File: src/rtl/sr_latch_ctrl.sv
// Round-robin controller sharing one SR latch among N requesters; drives registered s/r pulses with a gap.
// Optional q readback check enabled by defining SRLATCH_CTRL_VERIFY_EN (err tied low otherwise).
module sr_latch_ctrl #(
  parameter int N       = 4,
  parameter int PULSE_W = 2,
  parameter int GAP_W   = 1
) (
  input  logic         clk,
  input  logic         rst,
  input  logic [N-1:0] req,
  input  logic [N-1:0] op,
  output logic [N-1:0] ack,
  output logic         s,
  output logic         r,
  input  logic         q,
  output logic         busy,
  output logic         err
);

  localparam int PW = (N > 1) ? $clog2(N) : 1;
  localparam logic [3:0] PULSE_LAST = 4'(PULSE_W - 1);
  localparam logic [3:0] GAP_LAST   = 4'(GAP_W - 1);

  typedef enum logic [1:0] {IDLE, PULSE, GAP} state_t;

  state_t         r_state;
  logic [PW-1:0]  r_ptr;
  logic [PW-1:0]  r_g;
  logic           r_opg;
  logic [3:0]     r_cnt;

  logic           w_hit;
  logic [PW-1:0]  w_gnt;
  logic [PW-1:0]  w_ptr_next;
  logic [N-1:0]   w_ack_vec;
  int unsigned    w_idx;

  // First asserted requester at or after the pointer, wrapping modulo N.
  always_comb begin
    w_hit = 1'b0;
    w_gnt = '0;
    w_idx = 0;
    for (int unsigned i = 0; i < N; i++) begin
      w_idx = int'(r_ptr) + i;
      if (w_idx >= N) w_idx = w_idx - N;
      if (!w_hit && req[w_idx]) begin
        w_hit = 1'b1;
        w_gnt = PW'(w_idx);
      end
    end
  end

  assign w_ptr_next = (w_gnt == PW'(N - 1)) ? '0 : PW'(w_gnt + 1'b1);
  assign w_ack_vec  = N'(1) << r_g;

  always_ff @(posedge clk) begin
    if (rst) begin
      r_state <= IDLE;
      r_ptr   <= '0;
      r_g     <= '0;
      r_opg   <= 1'b0;
      r_cnt   <= '0;
      s       <= 1'b0;
      r       <= 1'b0;
      ack     <= '0;
      busy    <= 1'b0;
    end else begin
      ack <= '0;
      case (r_state)
        IDLE: begin
          if (w_hit) begin
            r_g     <= w_gnt;
            r_opg   <= op[w_gnt];
            r_ptr   <= w_ptr_next;
            s       <= op[w_gnt];
            r       <= ~op[w_gnt];
            busy    <= 1'b1;
            r_cnt   <= '0;
            r_state <= PULSE;
          end
        end
        PULSE: begin
          if (r_cnt == PULSE_LAST) begin
            s       <= 1'b0;
            r       <= 1'b0;
            r_cnt   <= '0;
            r_state <= GAP;
            // ack is registered, so it is launched on entry to the last gap cycle.
            if (GAP_LAST == 4'd0) ack <= w_ack_vec;
          end else begin
            s     <= r_opg;
            r     <= ~r_opg;
            r_cnt <= r_cnt + 4'd1;
          end
        end
        GAP: begin
          if (r_cnt == GAP_LAST) begin
            r_state <= IDLE;
            busy    <= 1'b0;
            r_cnt   <= '0;
          end else begin
            r_cnt <= r_cnt + 4'd1;
            if (r_cnt + 4'd1 == GAP_LAST) ack <= w_ack_vec;
          end
        end
        default: r_state <= IDLE;
      endcase
    end
  end

`ifdef SRLATCH_CTRL_VERIFY_EN
  logic r_err;

  // q is checked during the ack cycle; the flag shows from the following cycle.
  always_ff @(posedge clk) begin
    if (rst) begin
      r_err <= 1'b0;
    end else if (r_state == GAP && r_cnt == GAP_LAST && q != r_opg) begin
      r_err <= 1'b1;
    end
  end

  assign err = r_err;
`else
  logic w_unused_q;

  assign w_unused_q = q;
  assign err        = 1'b0;
`endif

endmodule
File: config.mk
export PLATFORM = sky130hd
export DESIGN_NAME = sr_latch_ctrl
export DESIGN_NICKNAME = d
export VERILOG_FILES = /design/src/rtl/sr_latch_ctrl.sv
export SDC_FILE = /design/constraint.sdc
export NUM_CORES = 1
export LEC_CHECK = 0
export ABC_CLOCK_PERIOD_IN_PS = 2840
export CORE_UTILIZATION = 52
export CTS_BUF_LIST = sky130_fd_sc_hd__clkbuf_4 sky130_fd_sc_hd__clkbuf_8
export CTS_CLUSTER_DIAMETER = 120
export DETAILED_ROUTE_END_ITERATION = 8
export GPL_ROUTABILITY_DRIVEN = 0
export PLACE_DENSITY = 0.78
export SLEW_MARGIN = 20
export SYNTH_ARGS = -nofsm -noshare
export SYNTH_HDL_FRONTEND = slang
export SYNTH_SLANG_ARGS = --single-unit
export TNS_END_PERCENT = 100
File: constraint.sdc
create_clock -name clk -period 2.84 [get_ports clk]
set_clock_uncertainty 0.15 [all_clocks]
set_input_delay 0.284 -clock clk [delete_from_list [all_inputs] [get_ports clk]]
set_output_delay 0.284 -clock clk [all_outputs]
set_load 0.02 [all_outputs]
* Word level (Yosys, flattened, before mapping)
Cells that the tools add are included.
** Word-level totals
- Register bits after elaboration :: 18
- Input bits :: 11
** Cells by class
- $add $sub $neg :: 9
- $lt $le $gt $ge :: 9
- Equality and inequality tests :: 7
- Shifts and indexed selects :: 1
- Muxes and demuxes :: 44
- Bitwise operators :: 2
- Reduce and logical (&&, ||, !) cells :: 17
** Operator list (number)
- $lt 32x3->1 const B :: 4
- $mux 32 :: 4
- $mux 4 :: 6
- $mux 2 :: 8
- $mux 1 :: 15
- $pmux 4 s3 :: 1
- $sub 3x3->4 const B :: 3
- $bmux 1 s2 :: 5
- $ge 3x3->1 const B :: 3
- $logic_not 4->1 :: 2
- $pmux 4 s2 :: 1
- $add 2x2->3 const B :: 2
- $ne 2x2->1 const B :: 3
- $pmux 1 s2 :: 3
- $pmux 2 s3 :: 1
- $reduce_and 2->1 :: 3
- $reduce_and 3->1 :: 2
- $add 4x1->4 const B :: 1
- $eq 2x2->1 const B :: 2
- $eq 4x1->1 const B :: 1
- $reduce_bool 2->1 :: 2
- $shl 1x2->4 const A :: 1
- $sub 2x3->4 const B :: 1
- $add 2x1->3 const B :: 1
- 9 further kinds :: 14

* Longest topological paths before layout
- Depth in word-level cells :: 19
- Mapped depth :: 7
- Depth with buffers taken out :: 7

* Worst setup path after synthesis
OpenSTA, ideal clock, no wires.
- Path type :: flip-flop to flip-flop
- Start point :: register r_ptr[1]
- End point :: register r_opg
- Setup time :: 0.117 ns
- Data arrival time :: 1.561 ns
- Required time :: 2.573 ns
- Path slack :: 1.013 ns
- Cell stages (with the launch flop) :: 6
- Period minus slack after synthesis :: 1.827 ns
- Cells stage by stage :: dfxtp_1 -> and2_4 -> o211a_4 -> nor2_2 -> mux4_2 -> a22o_1
** Between the ends
- Cells in the longest elaborated chain, start to end :: 16
- Elaborated cells on any way between the ends :: 40
** Ends and longest elaborated chain
- from (decl) :: line 27 : logic [PW-1:0] r_ptr;
- from (signal assigned) :: line 74 : r_ptr <= w_ptr_next;
- branches (longest 13 deep; another with $sub 3x3->4)
- $mux 2 (*) :: line 46 : if (!w_hit && req[w_idx]) begin
- named net w_gnt[1] :: line 33 : logic [PW-1:0] w_gnt;
- $bmux 1 s2 (*) :: line 73 : r_opg <= op[w_gnt];
- $mux 1 (not written as such) (*) :: line 73
- to (signal assigned) :: line 73
- to (decl) :: line 29 : logic r_opg;
Mark *: on every way through the listed nets, which the timed path passes. The select of a mux whose other input is x is not followed.
A chain may end at the register's enable or synchronous reset.

* Worst setup path after layout
- Start point :: input req[1]
- End point :: register r_opg
** Between the ends
- Cells in the longest elaborated chain, start to end :: 14
- Elaborated cells on any way between the ends :: 25
** Ends and longest elaborated chain
- from (decl) :: line 10 : input logic [N-1:0] req,
- $bmux 1 s2 :: line 46
- $mux 1 (not written as such) :: line 46
- $mux 1 :: line 46
- $logic_not 1->1 :: line 46
- $logic_and 1x1->1 :: line 46
- $mux 1 :: line 46
- $logic_not 1->1 :: line 46
- $logic_and 1x1->1 :: line 46
- $mux 1 :: line 46
- $logic_not 1->1 :: line 46
- $logic_and 1x1->1 :: line 46
- $mux 2 (*) :: line 46
- named net w_gnt[1] :: line 33
- $bmux 1 s2 (*) :: line 73
- $mux 1 (not written as such) (*) :: line 73
The timed path passes the listed nets; every way through them passes the cells marked *. The select of a mux whose other input is x is not followed.

==> results_dict.tcl <==
set metrics [dict create \
    holdWs_ns 0.341 \
    core_sq_mm 0.00200 \
    p_leak_nw 0.523 \
    clk_pin_slew_ns 0.11 \
    drc 0 \
    final-max-slew-violation-count 0 \
    grt_max_degree 15 \
    worstSetupStartpointType "primary input" \
    setup_violations 0 \
    fmax_mhz 474 \
    seq_area_frac_synth_pct 31.9 \
    ys_ff_latch 18 \
    fin_crit_sh_pct 74.2 \
    wl_per_cell_um 13.4 \
    drt_wl_total_um 2400 \
    period_needed_ns 2.11 \
    grt_pass1_wl_um 4150 \
    clock_latency_ns 0.30 \
    grt_use_met2_pct 36.3 \
    cts_htree_levels 1 \
    cts_tree "yes" \
    peakVddDrop_mv 0.547 \
    firstDrtPassIters 4 \
    synthDistinctLibCells 46 \
    cp_slowest_stage_delay_ns 0.52 \
    grt_pass1_vias 958 \
    vias_per_cell 5.87 \
    rsz0062_at_grt "no" \
    layout.filler_cells 172 \
    cp_cell_sequence "clkdlybuf4s50_1 -> nand2b_1 -> o211a_4 -> nor2_2 -> mux4_2 -> a22o_1" \
    crit_path_end_kind "flip-flop" \
    arrival_ns 2.17 \
    clockBufferDepth 2 \
    hold_viol_final 0 \
    required_ns 2.90 \
    grt_busiest_layer "met2" \
    power_density_mw_per_mm2 846 \
    cts_buffers 3 \
    grt_overflow 0 \
    syn_to_final_growth_pct 19.7 \
    fp.dieArea_sq_mm 0.00237 \
    grt.total_usage_pct 22.3 \
    cts_resized 0 \
    criticalPathCategory "primary input to flip-flop" \
    multiInputGateArea_sq_um 714 \
    met3_usage_pct 4.40 \
    dp_slack_ns 0.417 \
    cts.sinks 18 \
    syn_nets 153 \
    num_rows 16 \
    regArea_sq_um 360 \
    fin_nets 172 \
    io_buffers 16 \
    antenna_found_initial 0 \
    synth_ff_type "dfxtp_1" \
    gr-usage-met1_pct 28.6 \
    synth.avg_cell_area_sq_um 8.44 \
    top_level_ports 19 \
    layout_setup_ws_ns 0.732 \
    synth_cells 134 \
    drtAntennaViolNets 0 \
    netlist_area_sq_mm 0.00113 \
    cpMaxStageDelayCell "clkdlybuf4s50_1" \
    ctsHoldBuffers 0 \
    die_h_um 48.6 \
    drt_iter0_drc 40 \
    status "finished clean" \
    tns_ns 0 \
    root_buffer "clkbuf_4" \
    drive_gt1_share_pct 10.5 \
    synth_edf_count 0 \
    async_reset_ff_share_pct 0 \
    start_util_pct 56.5 \
    cap_violations 0 \
    ys_warn_count 0 \
    worstPathMaxFanout 7 \
    diodes 0 \
    vias 1051 \
    die_x_um 48.6 \
    postCtsSetupBuffers 0 \
    dp_hpwl_um 1820 \
    hold_class "flip-flop to flip-flop" \
]
synth_stat cells, types with 2 or more instances:
| cell | n | area (sq um) |
|---|---|---|
| ha_1 | 8 | 100 |
| clkbuf_1 | 2 | 7.51 |
| inv_1 | 10 | 37.5 |
| dfxtp_1 | 18 | 360 |
| nand2_1 | 8 | 30.0 |
| nor3b_1 | 2 | 15.0 |
| nand3_1 | 6 | 30.0 |
| a21oi_1 | 12 | 60.1 |
| nor2_1 | 10 | 37.5 |
| nand3b_1 | 2 | 15.0 |
| nor3_1 | 7 | 35.0 |
| o21ai_1 | 2 | 10.0 |
| nand2b_1 | 4 | 25.0 |
| a31oi_1 | 2 | 12.5 |
| o21a_1 | 2 | 15.0 |
| o21ai_0 | 5 | 25.0 |
| nor2b_1 | 4 | 25.0 |
| mux2i_1 | 2 | 20.0 |
sequential cells by signal, summed over array words and instances, names as in the netlist:
signal   cells
r_cnt        4
ack          4
r_state      2
r_ptr        2
busy         1
s            1
r            1
r_g          2
r_opg        1
final timing paths:
path                                from  endpoint  slack (ns)  cells after the start
worst max register to register  r_ptr[1]     r_opg        0.92                      5
worst max-delay path              req[1]     r_opg        0.73                      6
worst min register to register         r         r        0.34                      2
worst min-delay path                   r         r        0.34                      2
routing by layer:
| layer | share of wire (%) | vias up |
|---|---|---|
| met3 | 4.1 | 11 |
| li1 | - | 516 |
| met5 | 0 | - |
| met1 | 47 | 493 |
| met4 | 2.3 | 0 |
| met2 | 47 | 31 |
worst max-delay path: cells and delay by family:
kind	cells	cell delay, ns
compound gates	2	0.47
simple gates	2	0.38
buf+inv	1	0.52
mux	1	0.52
area by class of cell:
class,count,share of cell area (%)
clock buffer,4,2.68
inverter,11,3.05
multi-input combinational,102,52.8
sequential,18,26.6
tap,27,2.50
timing repair buffer,17,12.4
through the flow:
step | power (mW) | cells | instance area [sq um] | utilization (%)
after floorplan | 0.834 | 134 | 1130 | -
after detailed placement | 0.979 | 175 | 1320 | 65.8
final | 1.15 | 179 | 1350 | 67.6
after global placement | 0.968 | 175 | 1320 | 65.8
after CTS | 1.14 | 179 | 1350 | 67.6
after global routing | 1.24 | 179 | 1350 | 67.6
placed cells by master (no fill, tap or decap), types with 4 or more instances in the layout:
cell type        count
ha_1                 8
clkdlybuf4s50_1     16
nor2_1              10
nand2_1              8
o21ai_0              5
nor2b_1              4
nand3_1              6
a21oi_1             12
nor3_1               7
nand2b_1             4
inv_1               10
dfxtp_1             18
kinds of logic after synthesis:
family / synth area share (%)
mux: 5.75
buf+inv: 4.98
fa+ha+maj: 8.85
other cells: 0.332
flops: 31.9
compound gates: 23.0
xor+xnor: 0.774
simple gates: 24.4
power by group:
group | leakage [nW] | switching [mW] | internal (mW) | total [mW]
clock | 0.0210 | 0.0845 | 0.0782 | 0.163
combinational | 0.354 | 0.336 | 0.275 | 0.611
sequential | 0.147 | 0.0565 | 0.315 | 0.372
No activity file was read; power rests on OpenSTA's default activity.
